File: src/rtl/pulse_window_ctrl.sv
// rtl/pulse_window_ctrl.sv - pulse filter, timed BCD counting window and result latch
// Raw Pulse is synchronised and run-length filtered; qualified edges are counted in BCD per window.
module pulse_window_ctrl #(
  parameter int WINDOW_CYCLES = 1000,
  parameter int FILTER_LEN    = 4
) (
  input  logic       CLK,
  input  logic       Reset,
  input  logic       Pulse,
  input  logic       Start,
  input  logic       Continuous,
  output logic       Busy,
  output logic       Done,
  output logic [3:0] Tens,
  output logic [3:0] Units,
  output logic       Overflow
);

  localparam int TW = (WINDOW_CYCLES > 1) ? $clog2(WINDOW_CYCLES) : 1;
  localparam int FW = (FILTER_LEN > 1) ? $clog2(FILTER_LEN) : 1;
  localparam logic [TW-1:0] TIMER_INIT = TW'(WINDOW_CYCLES - 1);
  localparam logic [FW-1:0] RUN_LAST   = FW'(FILTER_LEN - 1);

  typedef enum logic [1:0] {
    S_IDLE  = 2'd0,
    S_CLEAR = 2'd1,
    S_COUNT = 2'd2,
    S_LATCH = 2'd3
  } state_t;

  state_t          state;
  state_t          state_next;
  logic            sync_q1;
  logic            sync_q2;
  logic            filt_level;
  logic [FW-1:0]   run_cnt;
  logic            pulse_event;
  logic [TW-1:0]   timer;
  logic [3:0]      work_tens;
  logic [3:0]      work_units;
  logic            work_ovf;
  logic [3:0]      next_tens;
  logic [3:0]      next_units;
  logic            next_ovf;
  logic            enter_latch;

  // run_cnt counts consecutive synchronised samples that disagree with the filtered level
  always_ff @(posedge CLK or posedge Reset) begin
    if (Reset) begin
      sync_q1     <= 1'b0;
      sync_q2     <= 1'b0;
      filt_level  <= 1'b0;
      run_cnt     <= '0;
      pulse_event <= 1'b0;
    end else begin
      sync_q1     <= Pulse;
      sync_q2     <= sync_q1;
      pulse_event <= 1'b0;
      if (sync_q2 == filt_level) begin
        run_cnt <= '0;
      end else if (run_cnt == RUN_LAST) begin
        filt_level  <= sync_q2;
        run_cnt     <= '0;
        pulse_event <= sync_q2;
      end else begin
        run_cnt <= run_cnt + FW'(1);
      end
    end
  end

  always_ff @(posedge CLK or posedge Reset) begin
    if (Reset) begin
      state <= S_IDLE;
    end else begin
      state <= state_next;
    end
  end

  always_comb begin
    state_next = state;
    case (state)
      S_IDLE:  if (Start) state_next = S_CLEAR;
      S_CLEAR: state_next = S_COUNT;
      S_COUNT: if (timer == '0) state_next = S_LATCH;
      S_LATCH: state_next = Continuous ? S_CLEAR : S_IDLE;
      default: state_next = S_IDLE;
    endcase
  end

  always_comb begin
    Busy = (state != S_IDLE);
    Done = (state == S_LATCH);
  end

  // The latched result uses the post-increment values so an event in the last COUNT cycle is kept
  always_comb begin
    next_tens  = work_tens;
    next_units = work_units;
    next_ovf   = work_ovf;
    if ((state == S_COUNT) && pulse_event) begin
      if ((work_tens == 4'd9) && (work_units == 4'd9)) begin
        next_ovf = 1'b1;
      end else if (work_units == 4'd9) begin
        next_units = 4'd0;
        next_tens  = work_tens + 4'd1;
      end else begin
        next_units = work_units + 4'd1;
      end
    end
  end

  assign enter_latch = (state == S_COUNT) && (timer == '0);

  always_ff @(posedge CLK or posedge Reset) begin
    if (Reset) begin
      timer      <= '0;
      work_tens  <= 4'd0;
      work_units <= 4'd0;
      work_ovf   <= 1'b0;
    end else begin
      case (state)
        S_CLEAR: begin
          timer      <= TIMER_INIT;
          work_tens  <= 4'd0;
          work_units <= 4'd0;
          work_ovf   <= 1'b0;
        end
        S_COUNT: begin
          if (timer != '0) timer <= timer - TW'(1);
          work_tens  <= next_tens;
          work_units <= next_units;
          work_ovf   <= next_ovf;
        end
        default: ;
      endcase
    end
  end

  always_ff @(posedge CLK or posedge Reset) begin
    if (Reset) begin
      Tens     <= 4'd0;
      Units    <= 4'd0;
      Overflow <= 1'b0;
    end else if (enter_latch) begin
      Tens     <= next_tens;
      Units    <= next_units;
      Overflow <= next_ovf;
    end
  end

endmodule

File: config.mk
export PLATFORM = sky130hd
export DESIGN_NAME = pulse_window_ctrl
export DESIGN_NICKNAME = d
export VERILOG_FILES = /design/src/rtl/pulse_window_ctrl.sv
export SDC_FILE = /design/constraint.sdc
export NUM_CORES = 1
export LEC_CHECK = 0
export ABC_AREA = 1
export BUFFER_PORTS_ARGS = -buffer_cell sky130_fd_sc_hd__clkbuf_2
export CORE_UTILIZATION = 40
export CTS_CLUSTER_DIAMETER = 200
export DETAILED_ROUTE_END_ITERATION = 8
export HOLD_SLACK_MARGIN = 0.03
export MAX_ROUTING_LAYER = met4
export PLACE_DENSITY = 0.66
export SYNTH_ARGS = -nofsm -noshare
export SYNTH_HDL_FRONTEND = slang
export SYNTH_SLANG_ARGS = --single-unit
File: constraint.sdc
create_clock -name CLK -period 1.9 [get_ports CLK]
set_input_delay 0.38 -clock CLK [delete_from_list [all_inputs] [get_ports CLK]]
set_output_delay 0.38 -clock CLK [all_outputs]
set_load 0.005 [all_outputs]
==> impl_metrics.py, run 1 <==
metrics = {
    "global_routing": {
        "overflow": 0,
        "grt_max_degree": 37,
        "grt_usage_pct": 16.3,
        "grt_pass1_wl_um": 6210,
        "grt_pass1_vias": 1388,
        "grt_antenna_before_repair": 0,
    },
    "floorplanning": {
        "fp.dieArea_um2": 5120,
        "fp-row-count": 24,
        "start_util_pct": 42.9,
        "ios": 16,
        "die_y_um": 71.5,
        "core_um2": 4500,
        "fp.dieW_um": 71.5,
    },
    "final_layout": {
        "instances_no_fill": 313,
        "n_fill_cell": 439,
        "nNetsFinal": 274,
        "post-route-util_pct": 48.6,
        "drive_gt1_share_pct": 17.6,
        "diodes": 0,
        "area_delta_synth_final_pct": 13.3,
    },
    "worst_setup_path": {
        "worst_setup_path_start_kind": "flop",
        "end_kind": "flop",
        "cp_max_fo": 15,
        "crit_type": "reg2reg",
        "required_ps": 2090,
        "arrival_ps": 1890,
    },
    "clock_tree": {
        "post_cts_buffers": 0,
        "cts_tree": "done",
        "clkLatencyLatePin_ps": 290,
        "clkSlewWorstSetupHoldPaths_ps": 70,
        "post_cts_resized": 0,
        "clk_path_buf_depth": 2,
        "hold_buffers": 0,
        "clockRootBuffer": "clkbuf_8",
        "cts.sinks": 36,
        "htree_levels": 2,
        "cts_made_buffers": 5,
    },
    "route": {
        "ant_nets": 0,
        "drtIter0Drc": 57,
        "via_per_inst": 4.84,
        "drc": 0,
        "drt-pass1-iter-count": 4,
        "wire_per_inst_um": 11.3,
        "vias": 1514,
        "routed_wl_um": 3530,
    },
    "pwr": {
        "p_comb_share_pct": 40.5,
        "cellPowerDensity_nw_per_um2": 1340,
        "p_switching_mw": 1.20,
        "pwr-share-seq_pct": 36.7,
        "vdd_ir_drop_max_v": 0.000677,
        "power_frac_clock_pct": 22.8,
        "p_leak_nw": 1.14,
        "internal-power_mw": 1.74,
        "power.share.switching_pct": 40.9,
    },
    "timing": {
        "setup_slack_ps": 198,
        "finalHoldViolCount": 0,
        "layout_min_cycle_time_ps": 1700,
        "maxSlewHeadroom_pct": 69.6,
        "skew_ps": 3.80,
        "final-setup-viol-count": 0,
        "period_share_pct": 89.6,
        "slew_violations": 0,
        "max_freq_mhz": 588,
        "holdWs_ps": 150,
        "rsz0062_at_grt": "false",
        "fin_tns_setup_ps": 0,
        "worst_pin_slew_ps": 456,
    },
    "run": {
        "cap_violations": 0,
    },
    "synth": {
        "syn-mean-instance-area_um2": 8.19,
        "yosysWarnings": 0,
        "postSynthCellCount": 236,
        "synth_cell_types": 24,
        "synth-seq-area-share_pct": 46.6,
        "syn_nets": 250,
        "synth_seq_cells": 36,
        "syn_area_um2": 1930,
    },
    "worst_hold_path": {
        "hold_path_class": "in2async",
    },
    "placed_design": {
        "dp.cells": 305,
        "place.gp.congestion": 0.795,
        "io_buffers": 15,
        "dpl_worst_slack_ps": 218,
        "dp_hpwl_um": 2520,
    },
    "status": {
        "outcome": "finished, final reports clean",
    },
}
## flip-flops by register name, indices dropped and copies added, names as in the netlist
name / cells
Overflow: 1
Units: 4
sync_q1: 1
pulse_event: 1
filt_level: 1
sync_q2: 1
work_tens: 4
run_cnt: 2
state: 2
timer: 10
Tens: 4
work_units: 4
work_ovf: 1
## critical path, stage by stage (launching register included)
cell and delay [ps]:
dfrtp_1 410, inv_1 140, ha_1 260, nand2_2 120, nor2_4 150, nand2_4 90, nand2_4 120, nand2_4 140
nand2_1 110, o21ai_2 50
## path summary, 6_finish.rpt
kind                           from  depth (start not counted)      endpoint  slack (ps)
hold / removal                Reset                          3      timer[5]         150
max in group asynchronous     Reset                          3  work_tens[1]        1420
min in group CLK              Pulse                          1       sync_q1         190
setup / recovery           timer[0]                          9      timer[6]         200
hold reg to reg             sync_q1                          0       sync_q2         360
setup reg to reg           timer[0]                          9      timer[6]         200
## routing by layer
metal  share of wire [%]  track usage (%)  vias up  wire length [um]
met5                   0                -        -                 0
met4                 2.0             7.19        0                72
met3                 3.1             4.22        6               109
met2                  41             22.2       23              1450
met1                  54             22.7      687              1890
li1                    -                -      798                 -
## stage by stage
| step | power [mW] | instance area [um2] |
|---|---|---|
| finish | 2.94 | 2190 |
| global route | 3.19 | 2190 |
| CTS | 2.97 | 2190 |
| detailed placement | 2.29 | 2080 |
| global placement | 2.27 | 2080 |
| floorplan | 2.01 | 1930 |
## Yosys cell counts
cell      instances  area share (%)
nand4_1           3            0.97
nand3b_1          1            0.39
xor2_1            2            0.91
inv_1            25             4.9
a21oi_1           2            0.52
nand3_1          22             5.7
ha_1              9             5.8
nor2_8            1             1.0
inv_2             1            0.19
buf_6             2             1.2
nand2_1          76              15
dfrtp_1          36              47
nor2_4            2             1.2
o21ai_2           8             3.6
nor3_1            3            0.78
buf_2             1            0.26
xnor2_1           1            0.45
nor2_1           18             3.5
nor2_2            1            0.32
o22ai_1           2            0.65
o21ai_0          14             3.6
nand2_4           3             1.7
nand2_2           1            0.32
or2_2             2            0.65
## kinds of logic after synthesis
group | after synthesis | synth area share (%)
AO/OA/AOI/OAI | 26 | 8.41
XOR/XNOR | 3 | 1.36
adder cells (fa/ha/maj) | 9 | 5.83
buffers and inverters | 29 | 6.47
flip-flops | 36 | 46.6
AND/OR/NAND/NOR | 133 | 31.3
## cell usage in the layout, fill, tap and decap left out, drive strengths merged
cell type,netlist,routed
dfrtp,36,36
nor2,22,22
o22ai,2,2
nand4,3,3
nand3b,1,1
nor3,3,3
a21oi,2,2
clkbuf,0,21
nand2,80,80
ha,9,9
buf,3,5
clkinv,0,1
or2,2,2
bufinv,0,1
xnor2,1,1
nand3,22,22
xor2,2,2
inv,26,26
o21ai,22,22
## layout make-up
cell class                 count  area, um2  share of cell area (%)
tap                           52       65.1                    2.97
inverter                      26       97.6                    4.45
sequential                    36        901                    41.1
clock inverter                 2       35.0                    1.60
clock buffer                   6       72.6                    3.31
multi-input combinational    171        907                    41.4
timing repair buffer          20        113                    5.14
## power by group through the flow
stage,sequential [mW],clock [mW],combinational (mW)
3_3_place_gp,1.08,0,1.19
6_report,1.08,0.671,1.19
2_1_floorplan,1.06,0,0.953
5_1_grt,1.10,0.720,1.37
4_1_cts,1.08,0.686,1.21
3_5_place_dp,1.09,0,1.20
(Power assumes the default switching activity.)
==> inputs of run 2 (changes only) <==
--- a/config.mk
+++ b/config.mk
@@ -5,14 +5,13 @@
 export SDC_FILE = /design/constraint.sdc
 export NUM_CORES = 1
 export LEC_CHECK = 0
-export ABC_AREA = 1
 export BUFFER_PORTS_ARGS = -buffer_cell sky130_fd_sc_hd__clkbuf_2
-export CORE_UTILIZATION = 40
+export CORE_UTILIZATION = 54
 export CTS_CLUSTER_DIAMETER = 200
 export DETAILED_ROUTE_END_ITERATION = 8
 export HOLD_SLACK_MARGIN = 0.03
 export MAX_ROUTING_LAYER = met4
-export PLACE_DENSITY = 0.66
+export PLACE_DENSITY = 0.82
 export SYNTH_ARGS = -nofsm -noshare
 export SYNTH_HDL_FRONTEND = slang
 export SYNTH_SLANG_ARGS = --single-unit
==> constraint.sdc (replaced) <==
create_clock -name CLK -period 2.2 [get_ports CLK]
set_input_delay 0.44 -clock CLK [delete_from_list [all_inputs] [get_ports CLK]]
set_output_delay 0.44 -clock CLK [all_outputs]
set_load 0.005 [all_outputs]
==> run 2 against run 1 <==
Global-route usage up 5.7 points. Area after synthesis up 0.58%. Sequential power down 23%. Maximum frequency down 15%. Flip-flop and latch count unchanged. Power down 31%. Hold slack worse by 0.99 ps. Routed wire length down 2.7%. Cell area down 0.86%. Sequential share of layout area up 0.36 points. Critical path depth down 3. Combinational power down 39%. Largest cell class unchanged.
==> impl_metrics.py, run 2 <==
metrics = {
    "status": {
        "outcome": "finished, final reports clean",
    },
    "final_layout": {
        "regArea_um2": 901,
        "area_delta_synth_final_pct": 11.7,
        "instances_no_fill": 260,
        "layout_commonest_cell": "dfrtp_1",
        "nNetsFinal": 227,
        "drive_gt1_share_pct": 21.0,
        "most-common-layout-cells": "36 x dfrtp_1, 16 x nand2_1, 15 x clkbuf_2",
        "largest_register": "timer",
        "diodes": 0,
        "n_fill_cell": 265,
        "largest_reg_flops": 10,
        "multi_input_area_um2": 961,
    },
    "worst_setup_path": {
        "end_kind": "flop",
        "crit_type": "reg2reg",
        "worst_r2r_path_depth": 6,
        "r2r_slack_ps": 210,
        "startpoint": "state[0]",
        "r2r_end": "work_tens[0]",
        "required_ps": 2450,
        "worst_setup_path_start_kind": "flop",
        "worstReg2RegStart": "state[0]",
        "arrival_ps": 2250,
        "cp_max_fo": 8,
    },
    "floorplanning": {
        "ios": 16,
        "fp-row-count": 21,
        "core_um2": 3390,
        "fp.dieW_um": 62.0,
        "die_y_um": 62.0,
        "fp.dieArea_um2": 3840,
        "start_util_pct": 57.4,
    },
    "timing": {
        "layout_min_cycle_time_ps": 1990,
        "max_freq_mhz": 502,
        "slew_violations": 0,
        "period_share_pct": 90.6,
        "final-setup-viol-count": 0,
        "finalHoldViolCount": 0,
        "fin_tns_setup_ps": 0,
        "skew_ps": 15.7,
        "rsz0062_at_grt": "false",
        "worst_pin_slew_ps": 452,
        "maxSlewHeadroom_pct": 69.9,
    },
    "synth": {
        "async_flop_share_pct": 100,
        "synth_seq_cells": 36,
        "synth_ff_type": "dfrtp_1",
        "synth_cell_types": 52,
        "synth.area.top_cells": "dfrtp_1 46%, ha_1 5.8%, o21ai_1 3.3%, nand2_1 3.1%, a21oi_1 2.6%",
        "yosysTopAreaCellShare_pct": 46.3,
        "syn_area_um2": 1940,
        "synth-seq-area-share_pct": 46.3,
        "postSynthCellCount": 191,
        "yosys.area.top_type": "dfrtp_1",
        "synthTopCellsByCount": "36 x dfrtp_1, 16 x nand2_1, 13 x o21ai_1",
        "syn-mean-instance-area_um2": 10.2,
        "synth.most_common_cell": "dfrtp_1",
        "synth_edf_count": 0,
        "syn_nets": 205,
        "yosysWarnings": 0,
    },
    "pwr": {
        "vdd_ir_drop_max_v": 0.000667,
        "p_leak_nw": 0.956,
        "cellPowerDensity_nw_per_um2": 930,
    },
    "run": {
        "cap_violations": 0,
    },
    "clock_tree": {
        "cts_made_buffers": 5,
        "clockRootBuffer": "clkbuf_4",
        "htree_levels": 2,
        "cts_tree": "done",
        "clk_path_buf_depth": 2,
        "hold_buffers": 0,
        "clkLatencyLatePin_ps": 350,
        "cts.sinks": 36,
        "post_cts_buffers": 0,
        "clkSlewWorstSetupHoldPaths_ps": 120,
        "post_cts_resized": 0,
    },
    "route": {
        "drc": 0,
        "ant_nets": 0,
        "via_per_inst": 5.66,
        "wire_per_inst_um": 13.2,
        "routed_wl_um": 3430,
        "drt-pass1-iter-count": 4,
        "drtIter0Drc": 66,
        "vias": 1471,
    },
    "placed_design": {
        "dp.cells": 252,
        "dp_hpwl_um": 2530,
        "place.gp.congestion": 0.888,
        "io_buffers": 15,
    },
    "global_routing": {
        "grt_max_degree": 37,
        "grt_usage_pct": 21.9,
        "grt_antenna_before_repair": 0,
        "grt_pass1_wl_um": 5830,
        "grt_pass1_vias": 1392,
        "overflow": 0,
    },
    "worst_hold_path": {
        "hold_path_class": "in2async",
    },
}
[run 2: stage by stage]
| stage | utilization (%) | power (mW) | cell area, um2 | hold slack, ps | setup slack (ps) |
|---|---|---|---|---|---|
| 6_report | 64.1 | 2.02 | 2170 | 149 | 208 |
| 5_1_grt | 64.1 | 2.19 | 2170 | 179 | 27.9 |
| 4_1_cts | 64.1 | 2.04 | 2170 | 145 | 194 |
| 3_5_place_dp | 61.7 | 1.56 | 2090 | 350 | 210 |
| 3_3_place_gp | 61.7 | 1.54 | 2090 | 335 | 284 |
| 2_1_floorplan | - | 1.34 | 1940 | 331 | 345 |
[run 2: kinds of logic after synthesis]
| family | count (synthesis) | synth area share, % |
|---|---|---|
| buffers and inverters | 19 | 4.25 |
| and+or+nand+nor | 67 | 21.2 |
| muxes | 6 | 3.15 |
| AOI/OAI and AO/OA | 49 | 17.1 |
| xor gates and xnor gates | 5 | 2.25 |
| adders and majority gates | 9 | 5.79 |
| DFF | 36 | 46.3 |
[run 2: final cells by class]
cell class / count / area share (%)
clock buffer: 5 / 1.73
clock inverter: 3 / 1.96
inverter: 12 / 2.07
multi-input combinational: 136 / 44.2
sequential: 36 / 41.5
tap: 46 / 2.65
timing repair buffer: 22 / 5.88
[run 2: power breakdown]
group	internal (mW)	leakage (nW)	switching, mW	total (mW)
clock network	0.237	0.0412	0.228	0.464
logic	0.291	0.462	0.436	0.728
registers	0.746	0.452	0.0817	0.828
total	1.27	0.956	0.746	2.02
[run 2: routing by layer]
metal,GRT usage [%],wire length [um],vias up
met5,-,0,-
met4,10.5,31,0
met3,5.38,99,4
met2,36.5,1770,30
met1,24.6,1530,700
li1,-,-,737
[run 2: how the worst max path moves through the flow]
stage	endpoint	slack, ps	depth (start not counted)
2_1_floorplan	timer[7]	350	7
3_3_place_gp	timer[7]	280	6
3_5_place_dp	work_tens[0]	210	6
4_1_cts	work_tens[0]	190	6
5_1_grt	work_tens[0]	30	6
6_report	work_tens[0]	210	6
[run 2: worst max-delay path, cell delays in order (launching register included)]
cell,delay (ps)
dfrtp_1,430
inv_1,150
ha_1,350
nand3_1,270
nor3_4,390
o21ai_1,120
a21o_1,180
==> inputs of run 3 (changes only) <==
--- a/config.mk
+++ b/config.mk
@@ -5,9 +5,11 @@
 export SDC_FILE = /design/constraint.sdc
 export NUM_CORES = 1
 export LEC_CHECK = 0
-export BUFFER_PORTS_ARGS = -buffer_cell sky130_fd_sc_hd__clkbuf_2
+export ABC_AREA = 1
+export BUFFER_PORTS_ARGS = -buffer_cell sky130_fd_sc_hd__buf_4
 export CORE_UTILIZATION = 54
 export CTS_CLUSTER_DIAMETER = 200
+export CTS_CLUSTER_SIZE = 20
 export DETAILED_ROUTE_END_ITERATION = 8
 export HOLD_SLACK_MARGIN = 0.03
 export MAX_ROUTING_LAYER = met4
==> run 3 against run 2 <==
Critical path depth grew 2. Clock power shrank 4%. Count of clock-buffer cells in the layout grew 1. Register-to-register slack gained 180 ps. Largest power group is now combinational cells.
==> impl_metrics.py, run 3 (same netlist as run 1, synthesis figures left out) <==
metrics = {
    "placed_design": {
        "dpl_worst_slack_ps": 414,
        "place.gp.congestion": 0.823,
        "dp.cells": 296,
        "io_buffers": 15,
        "placed_cell_area_um2": 2090,
        "dp_hpwl_um": 2500,
    },
    "final_layout": {
        "diodes": 0,
        "largest_register": "timer",
        "area_delta_synth_final_pct": 12.1,
        "nNetsFinal": 271,
        "layout_commonest_cell": "nand2_1",
        "post-route-util_pct": 63.9,
        "most-common-layout-cells": "76 x nand2_1, 36 x dfrtp_1, 25 x inv_1",
        "instances_no_fill": 304,
        "stdcell_area_um2": 2170,
        "drive_gt1_share_pct": 16.7,
        "largest_reg_flops": 10,
        "n_fill_cell": 294,
    },
    "clock_tree": {
        "post_cts_buffers": 0,
        "htree_levels": 2,
        "clockRootBuffer": "clkbuf_4",
        "cts_tree": "done",
        "clkSlewWorstSetupHoldPaths_ps": 110,
        "clk_path_buf_depth": 2,
        "cts_made_buffers": 5,
        "post_cts_resized": 0,
        "clkLatencyLatePin_ps": 330,
        "hold_buffers": 0,
        "cts.sinks": 36,
    },
    "floorplanning": {
        "ios": 16,
        "core_um2": 3390,
        "start_util_pct": 57.0,
        "fp.dieW_um": 61.8,
        "die_y_um": 61.8,
        "fp-row-count": 21,
        "fp.dieArea_um2": 3820,
    },
    "timing": {
        "layout_min_cycle_time_ps": 1810,
        "holdWs_ps": 185,
        "fin_tns_setup_ps": 0,
        "maxSlewHeadroom_pct": 70.5,
        "slew_violations": 0,
        "worst_pin_slew_ps": 443,
        "max_freq_mhz": 553,
        "rsz0062_at_grt": "false",
        "period_share_pct": 82.2,
        "finalHoldViolCount": 0,
        "setup_slack_ps": 392,
        "skew_ps": 7.04,
        "final-setup-viol-count": 0,
    },
    "run": {
        "cap_violations": 0,
    },
    "worst_setup_path": {
        "arrival_ps": 2080,
        "r2r_end": "timer[2]",
        "r2r_slack_ps": 390,
        "cp_max_fo": 15,
        "end_kind": "flop",
        "worst_setup_path_start_kind": "flop",
        "worst_r2r_path_depth": 8,
        "required_ps": 2470,
        "worstReg2RegStart": "state[0]",
        "crit_type": "reg2reg",
    },
    "status": {
        "outcome": "finished, final reports clean",
    },
    "route": {
        "ant_nets": 0,
        "drtIter0Drc": 84,
        "via_per_inst": 5.06,
        "wire_per_inst_um": 11.5,
        "drc": 0,
        "vias": 1537,
        "routed_wl_um": 3490,
        "drt-pass1-iter-count": 4,
    },
    "pwr": {
        "cellPowerDensity_nw_per_um2": 1100,
        "power_mw": 2.38,
        "p_leak_nw": 1.12,
        "vdd_ir_drop_max_v": 0.000720,
    },
    "global_routing": {
        "grt_pass1_vias": 1342,
        "grt_max_degree": 37,
        "grt_antenna_before_repair": 0,
        "overflow": 0,
        "grt_usage_pct": 21.7,
        "grt_pass1_wl_um": 5750,
    },
    "worst_hold_path": {
        "hold_path_class": "in2async",
    },
}
==> run 3: cell type report <==
class	count	area, um2	area share, %
clock buffer	6	41.3	1.91
multi-input combinational	171	907	41.9
clock inverter	2	35.0	1.62
sequential	36	901	41.6
inverter	26	97.6	4.50
tap	46	57.6	2.66
timing repair buffer	17	128	5.89
==> run 3: worst max path at each step <==
stage                        start        to  slack [ps]
after floorplan           timer[0]  Units[1]         630
after global placement    state[0]  timer[2]         450
after detailed placement  state[0]  timer[2]         410
after CTS                 state[0]  timer[2]         400
after global routing      state[0]  timer[9]         210
final                     state[0]  timer[2]         390
==> run 3: where the power goes <==
group	internal [mW]	total (mW)	switching, mW
clock network	0.238	0.447	0.209
logic	0.349	1.00	0.652
registers	0.802	0.936	0.134
total	1.39	2.38	0.995
==> run 3: critical path: stages (launching register included) <==
cell	delay, ps
dfrtp_1	440
inv_1	100
ha_1	220
buf_4	180
inv_1	210
nand2_1	210
nand2_4	230
nand2_1	90
o21ai_2	60
==> run 3: metal layers <==
| metal | part of all wire, % | track usage (%) | wire length (um) |
|---|---|---|---|
| met5 | 0 | - | 0 |
| met4 | 1.1 | 5.71 | 40 |
| met3 | 4.6 | 6.21 | 159 |
| met2 | 44 | 31.8 | 1550 |
| met1 | 50 | 29.7 | 1740 |
